File: config.mk
export PLATFORM = sky130hd
export DESIGN_NAME = ram_master
export DESIGN_NICKNAME = d
export VERILOG_FILES = /design/src/rtl/ram_master.sv
export SDC_FILE = /design/constraint.sdc
export NUM_CORES = 1
export LEC_CHECK = 0
export ABC_CLOCK_PERIOD_IN_PS = 2400
export BUFFER_PORTS_ARGS = -buffer_cell sky130_fd_sc_hd__buf_4
export CORE_MARGIN = 5
export CORE_UTILIZATION = 45
export DETAILED_ROUTE_END_ITERATION = 6
export PLACE_DENSITY = 0.84
export SKIP_CTS_REPAIR_TIMING = 1
export SYNTH_ARGS = -nofsm -noshare
export SYNTH_HDL_FRONTEND = slang
export SYNTH_SLANG_ARGS = --single-unit
File: constraint.sdc
create_clock -name clk -period 2.4 [get_ports clk]
set_clock_uncertainty 0.1 [all_clocks]
set_input_delay 0.12 -clock clk [delete_from_list [all_inputs] [get_ports clk]]
set_output_delay 0.12 -clock clk [all_outputs]
set_load 0.05 [all_outputs]
File: src/rtl/ram_master.sv
// ram_master: turns read/write burst commands into per-cycle block RAM port activity
// and returns read beats as a last-flagged response stream.
module ram_master #(
  parameter int unsigned ADDR_WIDTH = 4,
  parameter int unsigned DATA_WIDTH = 8,
  parameter int unsigned RD_LAT     = 1
) (
  input  logic                  clk,
  input  logic                  rst,
  input  logic                  cmd_valid,
  output logic                  cmd_ready,
  input  logic                  cmd_write,
  input  logic [ADDR_WIDTH-1:0] cmd_addr,
  input  logic [ADDR_WIDTH-1:0] cmd_len,
  input  logic                  wr_valid,
  output logic                  wr_ready,
  input  logic [DATA_WIDTH-1:0] wr_data,
  output logic                  rsp_valid,
  output logic [DATA_WIDTH-1:0] rsp_data,
  output logic                  rsp_last,
  output logic                  busy,
  output logic                  mem_w_en,
  output logic [ADDR_WIDTH-1:0] mem_w_addr,
  output logic [DATA_WIDTH-1:0] mem_w_data,
  output logic                  mem_r_en,
  output logic [ADDR_WIDTH-1:0] mem_r_addr,
  input  logic [DATA_WIDTH-1:0] mem_r_data
);

  typedef enum logic [1:0] {IDLE, WRITE, READ, DRAIN} state_t;

  state_t                state_q, state_d;
  logic [ADDR_WIDTH-1:0] cur_addr_q, cur_addr_d;
  logic [ADDR_WIDTH-1:0] beats_left_q, beats_left_d;
  logic [RD_LAT-1:0]     pipe_vld_q, pipe_vld_d;
  logic [RD_LAT-1:0]     pipe_last_q, pipe_last_d;
  logic                  rsp_valid_q, rsp_valid_d;
  logic                  rsp_last_q, rsp_last_d;
  logic [DATA_WIDTH-1:0] rsp_data_q, rsp_data_d;
  logic                  push_vld;
  logic                  push_last;

  // Burst sequencing and RAM port drive
  always_comb begin
    state_d      = state_q;
    cur_addr_d   = cur_addr_q;
    beats_left_d = beats_left_q;
    push_vld     = 1'b0;
    push_last    = 1'b0;
    cmd_ready    = 1'b0;
    wr_ready     = 1'b0;
    mem_w_en     = 1'b0;
    mem_w_addr   = '0;
    mem_w_data   = '0;
    mem_r_en     = 1'b0;
    mem_r_addr   = '0;

    case (state_q)
      IDLE: begin
        cmd_ready = 1'b1;
      end
      WRITE: begin
        wr_ready   = 1'b1;
        mem_w_en   = wr_valid;
        mem_w_addr = cur_addr_q;
        mem_w_data = wr_data;
        if (wr_valid) begin
          cur_addr_d   = cur_addr_q + ADDR_WIDTH'(1);
          beats_left_d = beats_left_q - ADDR_WIDTH'(1);
          if (beats_left_q == '0) begin
            state_d = IDLE;
          end
        end
      end
      READ: begin
        mem_r_en     = 1'b1;
        mem_r_addr   = cur_addr_q;
        push_vld     = 1'b1;
        push_last    = (beats_left_q == '0);
        cur_addr_d   = cur_addr_q + ADDR_WIDTH'(1);
        beats_left_d = beats_left_q - ADDR_WIDTH'(1);
        if (beats_left_q == '0) begin
          state_d = DRAIN;
        end
      end
      DRAIN: begin
        // Accepting in the last-beat cycle removes the dead cycle between read bursts
        cmd_ready = rsp_valid_q && rsp_last_q;
        if (rsp_valid_q && rsp_last_q) begin
          state_d = IDLE;
        end
      end
      default: begin
        state_d = IDLE;
      end
    endcase

    if (cmd_valid && cmd_ready) begin
      cur_addr_d   = cmd_addr;
      beats_left_d = cmd_len;
      state_d      = cmd_write ? WRITE : READ;
    end
  end

  // In-flight tag pipeline aligned with the RAM read latency
  always_comb begin
    pipe_vld_d     = pipe_vld_q;
    pipe_last_d    = pipe_last_q;
    pipe_vld_d[0]  = push_vld;
    pipe_last_d[0] = push_last;
    for (int i = 1; i < RD_LAT; i++) begin
      pipe_vld_d[i]  = pipe_vld_q[i-1];
      pipe_last_d[i] = pipe_last_q[i-1];
    end
    rsp_valid_d = pipe_vld_q[RD_LAT-1];
    rsp_last_d  = pipe_vld_q[RD_LAT-1] && pipe_last_q[RD_LAT-1];
    rsp_data_d  = pipe_vld_q[RD_LAT-1] ? mem_r_data : rsp_data_q;
  end

  always_ff @(posedge clk or posedge rst) begin
    if (rst) begin
      state_q      <= IDLE;
      cur_addr_q   <= '0;
      beats_left_q <= '0;
      pipe_vld_q   <= '0;
      pipe_last_q  <= '0;
      rsp_valid_q  <= 1'b0;
      rsp_last_q   <= 1'b0;
      rsp_data_q   <= '0;
    end else begin
      state_q      <= state_d;
      cur_addr_q   <= cur_addr_d;
      beats_left_q <= beats_left_d;
      pipe_vld_q   <= pipe_vld_d;
      pipe_last_q  <= pipe_last_d;
      rsp_valid_q  <= rsp_valid_d;
      rsp_last_q   <= rsp_last_d;
      rsp_data_q   <= rsp_data_d;
    end
  end

  assign busy      = (state_q != IDLE);
  assign rsp_valid = rsp_valid_q;
  assign rsp_last  = rsp_last_q;
  assign rsp_data  = rsp_data_q;

endmodule

## Word level (Yosys, flattened, before mapping)

Index checks and enable logic that the tools add are counted.
W data, S select, Z words.

| storage, ports and cells | value |
|---|---|
| output and inout bits | 31 |
| RAM bits | 0 |
| latch bits | 0 |
| memories | 0 |
| register bits | 22 |
| bits of input ports | 29 |
| word-level logic and storage cells | 48 |
| memory bits (read-only) | 0 |

| operators by class | value |
|---|---|
| mux-type cells | 21 |
| divide/modulo/power cells | 0 |
| reduce and logical (&&, ||, !) cells | 10 |
| bitwise logic cells | 0 |
| multiply operators | 0 |
| eq/ne operators | 7 |
| order comparisons | 0 |
| add/sub/neg operators | 2 |
| shift-type cells | 0 |

Operators by type and width:

| operator | count |
|---|---|
| $mux W4 | 6 |
| $pmux W4 S2 | 2 |
| $mux W2 | 6 |
| $ne A3 B3 Y1 const B | 4 |
| $mux W8 | 1 |
| $pmux W2 S3 | 1 |
| $reduce_and A5 Y1 | 1 |
| $add A4 B1 Y4 const B | 1 |
| $eq A2 B2 Y1 const B | 2 |
| $logic_not A4 Y1 | 1 |
| $mux W1 | 4 |
| $reduce_bool A4 Y1 | 1 |
| $sub A4 B1 Y4 const B | 1 |
| $logic_and A1 B1 Y1 | 3 |
| $reduce_bool A3 Y1 | 1 |
| $eq A2 B1 Y1 const B | 1 |
| $logic_not A2 Y1 | 1 |
| $pmux W1 S2 | 1 |
| $reduce_and A2 Y1 | 1 |
| $reduce_bool A2 Y1 | 1 |

## Longest topological paths before layout

| depth | value |
|---|---|
| depth after elaboration | 5 |
| mapped depth | 7 |
| mapped depth without buffers | 6 |

## Worst setup path before layout

OpenSTA, ideal clock, no wires.

| timing | value |
|---|---|
| kind | reg2reg |
| start | register state_q[1] |
| end | register cur_addr_q[3] |
| path slack | 0.258 ns |
| cell stages (with the launch flop) | 8 |
| buffers on the path | 1 |
| setup time | 0.125 ns |
| data arrival time | 1.917 ns |
| clock period less this slack | 2.142 ns |
| required time | 2.175 ns |
| cell sequence | dfrtp_1 -> inv_1 -> ha_1 -> mux2_4 -> buf_6 -> nand4_2 -> xnor2_1 -> mux2_2 |

| between the ends | value |
|---|---|
| cells in the longest elaborated chain, start to end | 5 |
| elaborated cells between the ends (all ways) | 11 |
| classes of those cells | eq/ne: 4; mux: 3; reduce/logical: 4 |

Ends and longest elaborated chain:

| item | line | text |
|---|---|---|
| start, declared | 32 | `state_t state_q, state_d;` |
| start signal, assigned | 131 | `state_q <= state_d;` |
| $eq A2 B2 Y1 or $logic_not A2 Y1 (tied branches) | 58 | `case (state_q)` |
| $pmux W1 S2 | 58 |  |
| $logic_and A1 B1 Y1 | 98 | `if (cmd_valid && cmd_ready) begin` |
| $ne A3 B3 Y1 (no source line) or $reduce_bool A3 Y1 (tied branches) | n/a |  |
| $reduce_and A2 Y1 (no source line) | n/a |  |
| end signal, assigned | 132 | `cur_addr_q <= cur_addr_d;` |
| end, declared | 33 | `logic [ADDR_WIDTH-1:0] cur_addr_q, cur_addr_d;` |

Several ways; a longest one is shown, not always the timed one.
A chain may end at the register's enable or synchronous reset.

## Worst setup path after layout

| timing | value |
|---|---|
| start | register state_q[0] |
| end | register cur_addr_q[3] |

The elaborated chain is that of the path after synthesis.

==> tab_implementation.tex <==
\begin{tabular}{lr}
\hline
Metric & Value \\
\hline
\multicolumn{2}{l}{\textbf{Logic synthesis}} \\
Register bit total from synthesis & 22 \\
Post-synthesis instance area & 1190 sq um \\
Cells after Synth & between 100 and 150 \\
Post-Syn Nets & 146 \\
Yosys warning total & 0 \\
Count of distinct cell types in the synthesized netlist & 28 \\
Top flip-flop cell by instance count after synthesis & sky130\_fd\_sc\_hd\_\_dfrtp\_1 \\
Number of synthesized flops with an enable pin & 0 \\
Part of the Yosys area used for sequential elements & 46.1\% \\
Post-synthesis async set-or-reset flop share & 100\% \\
Post-Syn Area per Cell & 10.9 sq um \\
\multicolumn{2}{l}{\textbf{Pwr}} \\
Switching share of power & 51.0\% \\
Power Density & 1500 nW/um\^{}2 \\
Worst voltage drop across the vdd grid & 0.977 mV \\
Leakage Power & around 0.95 nW \\
Power share of the combinational group & between 60\% and 70\% \\
Cell Int Power & 0.00139 W \\
Total net switching power & 0.00145 W \\
Clock share of power & 9.9\% \\
Sequential fraction of design power & 25.5\% \\
\multicolumn{2}{l}{\textbf{STA}} \\
Clock period minus worst slack & about 1.9 ns \\
Measured slew at the worst slew-check pin & 0.819 ns \\
Part of the cycle the worst path needs & 80.6\% \\
Fmax & approximately 520 MHz \\
Remaining max-slew budget at the tightest pin & 45.3\% \\
Setup TNS & 0 ns \\
Count of endpoints failing setup in the final report & 0 \\
Final Max Tran Viols & 0 \\
Final hold violations & 0 \\
Unrepaired setup endpoints after global routing & false \\
\multicolumn{2}{l}{\textbf{GRT}} \\
Global-route total usage across every layer & 14.8\% \\
Fraction of met1 tracks used by global routing & between 10\% and 20\% \\
Met3 Usage GRT & 2.31\% \\
Most Crowded Layer GR & met2 \\
Maximum number of pins on one net before global-route repair & 23 \\
Fraction of met2 tracks used by global routing & between 20\% and 30\% \\
Vias in the first global route & just over 900 \\
Number of antenna violations at the first check in global routing & 0 \\
Total global routing overflow & 0 \\
Wire length of the first global-routing pass & 4200 um \\
\multicolumn{2}{l}{\textbf{Clock tree}} \\
Root Driver & sky130\_fd\_sc\_hd\_\_clkbuf\_4 \\
Total clock buffers created by CTS & 3 \\
TritonCTS clock tree & done \\
Clock slew seen by the registers of the worst setup and hold paths & 0.12 ns \\
Insertion delay of the later-clocked pin in the worst-skew pair & 0.30 ns \\
Maximum clock insertion buffer count & 2 \\
Number of levels the H-tree was split into & 1 \\
TritonCTS sink count & 22 \\
\multicolumn{2}{l}{\textbf{Setup path}} \\
Startpoint types & flop \\
Cells traversed along the worst timing path & inv\_1, ha\_1, mux2\_4, nand4\_2, xnor2\_1, mux2\_2 \\
Slowest stage cell, crit path & sky130\_fd\_sc\_hd\_\_dfrtp\_1 \\
Highest net fanout along the worst path & 10 \\
Worst EP arrival & approximately 2.0 ns \\
Slowest cell delay on critical path & 0.45 ns \\
Setup Crit Path Kind & flop to flop \\
Required time of the critical path & 2.50 ns \\
Endpoint type of the worst setup path & flop \\
\multicolumn{2}{l}{\textbf{Finish}} \\
Final Instance Area & 1900 sq um \\
Number of inserted diodes & 0 \\
Share of cells above drive strength 1 & 43.4\% \\
Growth of design area from synthesis to finish & 59.0\% \\
Number of nets in the layout & about 230 \\
\multicolumn{2}{l}{\textbf{Drt}} \\
Drt pass-1 iters & 4 \\
Detailed-route DRC error count & 0 \\
DRT iter0 DRCs & 24 \\
Per-cell via count in the routed design & roughly 5 \\
Total routed wirelength & 3220 um \\
Via Count & 1083 \\
DR WL/cell & 14.7 um \\
Antenna-violating nets left & 0 \\
\multicolumn{2}{l}{\textbf{Placed design}} \\
Count of input and output buffers & 59 \\
Post-DP Area & $\sim$1700 sq um \\
Hpwl dp & 2220 um \\
Final weighted congestion in routability-driven placement & 0.827 \\
\multicolumn{2}{l}{\textbf{Die}} \\
I/O pin count & 60 \\
Height of the die & just over 60 um \\
Row cnt & 18 \\
Area of the die & 3790 sq um \\
Starting utilization of the core area & 47.8\% \\
Die X-Extent & approximately 60 um \\
Core Footprint & 2500 sq um \\
\multicolumn{2}{l}{\textbf{Run}} \\
\# Max-Cap Violations & 0 \\
\multicolumn{2}{l}{\textbf{Outcome}} \\
Outcome & complete, no violations \\
\multicolumn{2}{l}{\textbf{Worst hold path}} \\
Tightest Hold Check Type & input pin to flop \\
\hline
\end{tabular}
## Yosys cell counts (2+ instances only)
cell	instances	area share [%]
sky130_fd_sc_hd__and2_1	15	7.9
sky130_fd_sc_hd__dfrtp_1	22	46
sky130_fd_sc_hd__mux2_2	10	9.4
sky130_fd_sc_hd__ha_1	7	7.3
sky130_fd_sc_hd__clkbuf_1	2	0.63
sky130_fd_sc_hd__nor3_1	2	0.84
sky130_fd_sc_hd__inv_1	7	2.2
sky130_fd_sc_hd__xnor2_1	4	2.9
sky130_fd_sc_hd__o21ai_0	5	2.1
sky130_fd_sc_hd__xor2_1	2	1.5
sky130_fd_sc_hd__nor2b_1	3	1.6
sky130_fd_sc_hd__nand2_1	8	2.5
sky130_fd_sc_hd__a31oi_1	2	1.0
sky130_fd_sc_hd__nor2_1	3	0.94
sky130_fd_sc_hd__a21oi_1	2	0.84
sky130_fd_sc_hd__o31ai_1	2	1.3
sky130_fd_sc_hd__and2_2	3	1.9
## critical path: cells and delay by family (launching register included)
family | cells | cell delay [ns]
simple gates | 1 | 0.12
flops | 1 | 0.45
xor+xnor | 1 | 0.14
mux | 2 | 0.58
fa+ha+maj | 1 | 0.33
buf+inv | 1 | 0.10
## cells by family (layout without fill, tap and decap cells)
family | Yosys count | in the layout | share of synthesized area (%)
flops | 22 | 22 | 46.1
mux | 12 | 12 | 11.5
xor+xnor | 6 | 6 | 4.40
compound gates | 15 | 15 | 7.75
simple gates | 37 | 37 | 18.7
fa+ha+maj | 7 | 7 | 7.33
buf+inv | 11 | 90 | 4.19
## cell type report
type,count,area [sq um]
Clock buffer,3,22.5
Clock inverter,1,30.0
Fill cell,172,601
Inverter,7,26.3
Multi-Input combinational cell,77,594
Sequential cell,22,551
Tap cell,30,37.5
Timing Repair Buffer,79,638
## sequential cells by signal, indices dropped and copies added, names as in the netlist
name          flops
rsp_data          8
beats_left_q      4
cur_addr_q        4
state_q           2
pipe_last_q       1
pipe_vld_q        1
rsp_last          1
rsp_valid         1
## metal layers
layer	vias up	share of wire [%]	wire, um
li1	522	-	-
met1	523	36	1150
met2	36	57	1850
met3	2	5.8	188
met4	0	0.90	29
met5	-	0	0
## cells in the final DEF, fill, tap and decap left out, types with 3 or more instances in the layout
cell / instances
sky130_fd_sc_hd__dfrtp_1: 22
sky130_fd_sc_hd__nor2_1: 3
sky130_fd_sc_hd__mux2_2: 10
sky130_fd_sc_hd__ha_1: 7
sky130_fd_sc_hd__and2_2: 3
sky130_fd_sc_hd__dlygate4sd3_1: 18
sky130_fd_sc_hd__nand2_1: 8
sky130_fd_sc_hd__clkbuf_4: 3
sky130_fd_sc_hd__nor2b_1: 3
sky130_fd_sc_hd__buf_4: 61
sky130_fd_sc_hd__o21ai_0: 5
sky130_fd_sc_hd__and2_1: 15
sky130_fd_sc_hd__xnor2_1: 4
sky130_fd_sc_hd__inv_1: 7
## path summary, 6_finish.rpt
path,start,end,slack [ns],cells past startpoint
max,state_q[0]$_DFFE_PP0P_,cur_addr_q[3]$_DFFE_PP0P_,0.46,6
min,wr_valid,state_q[0]$_DFFE_PP0P_,0.27,4
max reg2reg,state_q[0]$_DFFE_PP0P_,cur_addr_q[3]$_DFFE_PP0P_,0.46,6
min reg2reg,pipe_last_q$_DFF_PP0_,rsp_last$_DFF_PP0_,0.38,1
max in group asynchronous,rst,beats_left_q[1]$_DFFE_PP0P_,1.26,3
min in group asynchronous,rst,pipe_last_q$_DFF_PP0_,0.44,3
## power groups by stage
stage	sequential [W]	clock (W)	combinational [W]
after floorplan	0.000946	0	0.00108
after global placement	0.000712	0	0.00175
after detailed placement	0.000723	0	0.00180
after CTS	0.000715	0.000281	0.00180
after global routing	0.000752	0.000304	0.00195
final	0.000725	0.000281	0.00184
## stage by stage
step                      total power [W]  hold slack [ns]  std cells  worst slack (ns)  util [%]
final                             0.00284            0.267        219             0.465      76.0
after global routing              0.00301            0.247        219             0.375      76.0
after CTS                         0.00280           -0.110        201             0.474      68.8
after detailed placement          0.00252            0.225        197             0.492      66.7
after global placement            0.00247            0.215        197             0.620      66.7
after floorplan                   0.00203          0.00923        110             0.258         -
(Power assumes the default switching activity.)
